## src/rtl/rca_word_sequencer.sv

```systemverilog
// Byte-serial add/subtract sequencer driving one shared external 8-bit ripple-carry adder.
// Operands are processed LSB byte first; the carry chains between bytes in a register.
module rca_word_sequencer #(
   parameter int unsigned BYTES = 4
) (
   input  logic                 clk,
   input  logic                 rst,
   input  logic                 start_valid,
   output logic                 start_ready,
   input  logic [8*BYTES-1:0]   a,
   input  logic [8*BYTES-1:0]   b,
   input  logic                 cin,
   input  logic                 sub,
   output logic [7:0]           add_a,
   output logic [7:0]           add_b,
   output logic                 add_cin,
   input  logic [7:0]           add_sum,
   input  logic                 add_carry,
   output logic                 res_valid,
   input  logic                 res_ready,
   output logic [8*BYTES-1:0]   sum,
   output logic                 cout,
   output logic                 ovf
);

   localparam int unsigned W    = 8 * BYTES;
   localparam int unsigned IW   = (BYTES > 1) ? $clog2(BYTES) : 1;
   localparam int unsigned LAST = BYTES - 1;

   typedef enum logic [1:0] {
      S_IDLE = 2'd0,
      S_RUN  = 2'd1,
      S_DONE = 2'd2
   } state_t;

   state_t          r_state;
   logic [IW-1:0]   r_idx;
   logic [W-1:0]    r_a;
   logic [W-1:0]    r_b;
   logic [7:0]      r_add_a;
   logic [7:0]      r_add_b;
   logic            r_add_cin;
   logic [W-1:0]    r_sum;
   logic            r_cout;
   logic            r_ovf;
   logic            r_res_valid;
   logic            r_start_ready;

   logic [W-1:0]    w_b_eff;
   logic            w_cin_eff;
   logic            w_last;
   logic            w_ovf;

   assign w_b_eff   = sub ? ~b : b;
   assign w_cin_eff = sub | cin;
   assign w_last    = (r_idx == IW'(LAST));
   // On the last byte the adder inputs hold the operand MSB bytes, so signed overflow is visible here.
   assign w_ovf     = (r_add_a[7] == r_add_b[7]) && (add_sum[7] != r_add_a[7]);

   // r_a/r_b hold the not-yet-issued bytes, shifted down one byte per RUN cycle.
   // r_add_cin doubles as the inter-byte carry register while in RUN.
   always_ff @(posedge clk) begin
      if (rst) begin
         r_state       <= S_IDLE;
         r_idx         <= '0;
         r_a           <= '0;
         r_b           <= '0;
         r_add_a       <= '0;
         r_add_b       <= '0;
         r_add_cin     <= 1'b0;
         r_sum         <= '0;
         r_cout        <= 1'b0;
         r_ovf         <= 1'b0;
         r_res_valid   <= 1'b0;
         r_start_ready <= 1'b1;
      end else begin
         case (r_state)
            S_IDLE: begin
               if (start_valid) begin
                  r_a           <= a >> 8;
                  r_b           <= w_b_eff >> 8;
                  r_add_a       <= a[7:0];
                  r_add_b       <= w_b_eff[7:0];
                  r_add_cin     <= w_cin_eff;
                  r_idx         <= '0;
                  r_start_ready <= 1'b0;
                  r_state       <= S_RUN;
               end
            end
            S_RUN: begin
               r_sum[{r_idx, 3'b000} +: 8] <= add_sum;
               if (w_last) begin
                  r_add_a     <= '0;
                  r_add_b     <= '0;
                  r_add_cin   <= 1'b0;
                  r_cout      <= add_carry;
                  r_ovf       <= w_ovf;
                  r_res_valid <= 1'b1;
                  r_state     <= S_DONE;
               end else begin
                  r_idx     <= r_idx + IW'(1);
                  r_add_a   <= r_a[7:0];
                  r_add_b   <= r_b[7:0];
                  r_add_cin <= add_carry;
                  r_a       <= r_a >> 8;
                  r_b       <= r_b >> 8;
               end
            end
            S_DONE: begin
               if (res_ready) begin
                  r_res_valid   <= 1'b0;
                  r_start_ready <= 1'b1;
                  r_state       <= S_IDLE;
               end
            end
            default: begin
               r_state <= S_IDLE;
            end
         endcase
      end
   end

   assign start_ready = r_start_ready;
   assign add_a       = r_add_a;
   assign add_b       = r_add_b;
   assign add_cin     = r_add_cin;
   assign res_valid   = r_res_valid;
   assign sum         = r_sum;
   assign cout        = r_cout;
   assign ovf         = r_ovf;

endmodule

```

## config.mk

```make
export PLATFORM = sky130hd
export DESIGN_NAME = rca_word_sequencer
export DESIGN_NICKNAME = d
export VERILOG_FILES = /design/src/rtl/rca_word_sequencer.sv
export SDC_FILE = /design/constraint.sdc
export NUM_CORES = 1
export LEC_CHECK = 0
export ABC_AREA = 0
export ABC_CLOCK_PERIOD_IN_PS = 4000
export BUFFER_PORTS_ARGS = -buffer_cell sky130_fd_sc_hd__buf_2
export CAP_MARGIN = 10
export CORE_MARGIN = 1
export CORE_UTILIZATION = 56
export CTS_CLUSTER_SIZE = 12
export DETAILED_ROUTE_END_ITERATION = 7
export PLACE_DENSITY_LB_ADDON = 0.2
export SLEW_MARGIN = 10
export SYNTH_ARGS = -nofsm -noshare
export SYNTH_HDL_FRONTEND = slang
export SYNTH_SLANG_ARGS = --single-unit
```

## constraint.sdc

```tcl
create_clock -name clk -period 4 [get_ports clk]
set_input_delay 0.4 -clock clk [delete_from_list [all_inputs] [get_ports clk]]
set_output_delay 0.4 -clock clk [all_outputs]
set_load 0.05 [all_outputs]
```

==> results.cfg <==
[sta]
skew_ns = 0.00951
finalSetupViolCount = 0
final_hold_viol_count = 0
slew_headroom_pct = 31.3
fin_setup_tns_ns = 0
finalWorstPathRequiredPeriod_ns = 2.69
timing.final.crit_share_pct = 67.2
drv_slew = 0
max_freq_mhz = 372
tightest_slew_ns = 1.03
rsz0062_at_grt = no

[power_and_ir_drop]
ir_drop_mv = 0.220
switching_share_pct = 30.9
p_sw_uw = 678
p_leak_nw = 2.34
p_seq_share_pct = 52.4
power_frac_comb_pct = 20.0
pwr-share-clk_pct = 27.5
power_density_nw_per_um2 = 401
p_int_mw = 1.52
p_total_mw = 2.20

[place]
gp_congestion = 0.795
portBuffers = 131
dpl.hpwl_mm = 7.41

[setup_path]
path_class = flip-flop to flip-flop
rr_startpoint = r_idx[0]
reg2reg_depth = 6
worstPathRequired_ns = 4.23
slowest_delay_ns = 0.71
start_kind = flip-flop
ff2ff_setup_slack_ns = 1.31
end_kind = flip-flop
crit_slowest_cell = ha_1
arrival_ns = 2.91
worst_path_most_repeated_cell = nand2b_1
setup.worst_path.end = r_b[3]
path_cells = ha_1 > nand2b_1 > a21oi_2 > buf_4 > nand2b_1 > o21ai_0
path_max_fanout = 41
r2r_end = r_b[3]
crit_path_start = r_idx[0]

[floorplan]
std_cell_rows = 33
core_region_area_um2 = 8180
die_w_um = 93.6
initial_utilization_pct = 57.5
die_h_um = 93.6
ios = 132
dieArea_um2 = 8770

[route]
first_pass_iters = 5
post_drt_wl_per_cell_um = 14.3
first_iter_violations = 205
ant_nets = 0
via_per_inst = 5.43
routed_wl_mm = 10.7
drc = 0
vias = 4068

[global_route]
grt_usage_pct = 25.0
antenna_found_initial = 0
grt_pass1_wl_mm = 17.3
grt_max_degree = 106
overflow = 0
grt_pass1_vias = 3666

[logic_synthesis]
netlist_area_um2 = 4700
synth_seq_cells = 105
yosysSeqAreaShare_pct = 44.7
synth_nets = 621
syn_avg_cell_area_um2 = 8.76
ys_warn_count = 0
syn_inst = 537
synth_cell_types = 40

[clock_tree]
cts-resized-gates = 0
cts_hold_buf = 0
cts_buffer_depth = 2
htreeDepth = 3
cts_tree = yes
cts_buffers = 9
cts.reportedPaths.clkPinSlew_ns = 0.10
post_cts_buffers = 0
worstSkewPairLatency_ns = 0.36
root_buffer = clkbuf_8
cts_sinks = 105

[cells_and_area]
area_delta_synth_final_pct = 16.3
layout_common_cells = buf_2, nor2_1, dfxtp_1, a22oi_1, a21oi_1
final_nets = 723
final_common_cell = buf_2
layout-drive-gt1-share_pct = 25.0
fill_cells = 745
fin_util_pct = 66.9
n_antenna_cell = 0
area.sequential_um2 = 2100
multi_input_area_um2 = 2330

[min_path]
holdCritPathClass = input port to flip-flop

[flow_run]
drv_cap = 0

[outcome]
status = complete, no violations
-- through the flow --
step	cells	setup WS (ns)	cell area [um^2]	hold WS, ns
2_1_floorplan	537	2.30	4700	0.455
3_3_place_gp	733	1.52	5290	0.442
3_5_place_dp	733	1.37	5290	0.449
4_1_cts	749	1.33	5470	0.260
5_1_grt	749	1.01	5470	0.261
6_report	749	1.31	5470	0.273
-- per-layer routing --
layer  global-route usage, %  routed length (um)  vias to the layer above
met2                    41.9                5170                      124
met4                    10.0                 195                        0
met1                    32.2                4820                     1866
met5                       0                   0                        -
met3                    3.98                 490                       18
li1                        -                   -                     2060
-- final cells by class --
class	count	area share, %
flip-flops and latches	105	38.4
multi-input cells	377	42.6
clock buffers	11	2.59
inverters	12	0.824
repair buffers	134	12.4
well taps	105	2.40
clock inverters	5	0.709
-- cell families after synthesis --
| kind of cell | after synthesis | synth area share (%) |
|---|---|---|
| flops | 105 | 44.7 |
| buf+inv | 55 | 5.93 |
| fa+ha+maj | 5 | 1.33 |
| mux | 16 | 3.41 |
| simple gates | 181 | 18.9 |
| compound gates | 143 | 19.8 |
| xor+xnor | 32 | 5.96 |
-- how the worst min path moves through the flow --
stage,start,slack [ns],cells past startpoint,to
global route,a[30],0.26,3,r_a[22]
CTS,a[27],0.26,3,r_a[19]
detailed placement,add_cin,0.45,2,add_cin
finish,a[30],0.27,3,r_a[22]
global placement,add_b[2],0.44,2,add_b[2]
floorplan,r_b[10],0.45,2,r_b[10]
-- worst max-delay path, delay by kind of cell (launching register included) --
family / cells / cell delay (ns)
and+or+nand+nor: 2 / 0.71
AOI/OAI and AO/OA: 2 / 0.26
DFF: 1 / 0.57
adders and majority gates: 1 / 0.71
buffers and inverters: 1 / 0.28
-- state kept, by name, indices dropped and copies added (netlist names), 2 cells and up --
| name | cells |
|---|---|
| add_b | 8 |
| r_b | 24 |
| add_a | 8 |
| r_idx | 2 |
| r_a | 24 |
| r_state | 2 |
| sum | 32 |
-- power groups by stage --
stage / combinational [mW] / clock, mW / sequential [mW]
CTS: 0.441 / 0.618 / 1.15
floorplan: 0.259 / 0 / 1.25
global route: 0.484 / 0.661 / 1.16
global placement: 0.430 / 0 / 1.17
finish: 0.440 / 0.604 / 1.15
detailed placement: 0.438 / 0 / 1.18
-- cell usage after synthesis (all sizes together) --
master   instances  area share [%]
nor2           109             8.8
dfxtp          105              45
a22oi           49             7.8
a21oi           32             3.5
buf             25             3.5
o21ai           24             2.6
nand2           21             1.7
clkbuf          18             1.4
a211oi          17             2.7
mux2i           16             3.4
xnor2           16             3.0
xor2            16             3.0
inv             12            0.96
nor2b           12             1.6
nand3b          11             2.1
nor3             9            0.96
o211ai           8             1.3
o22ai            8             1.1
or3              8             1.1
ha               5             1.3
nand2b           5            0.82
nor4             2            0.90
a21o             1            0.16
a2bb2oi          1            0.19
and3             1            0.13
and3b            1            0.19
nor4b            1            0.51
o21bai           1            0.16
o311ai           1            0.19
o31ai            1            0.16
or2              1            0.13
Power figures use the tool's default switching activity.
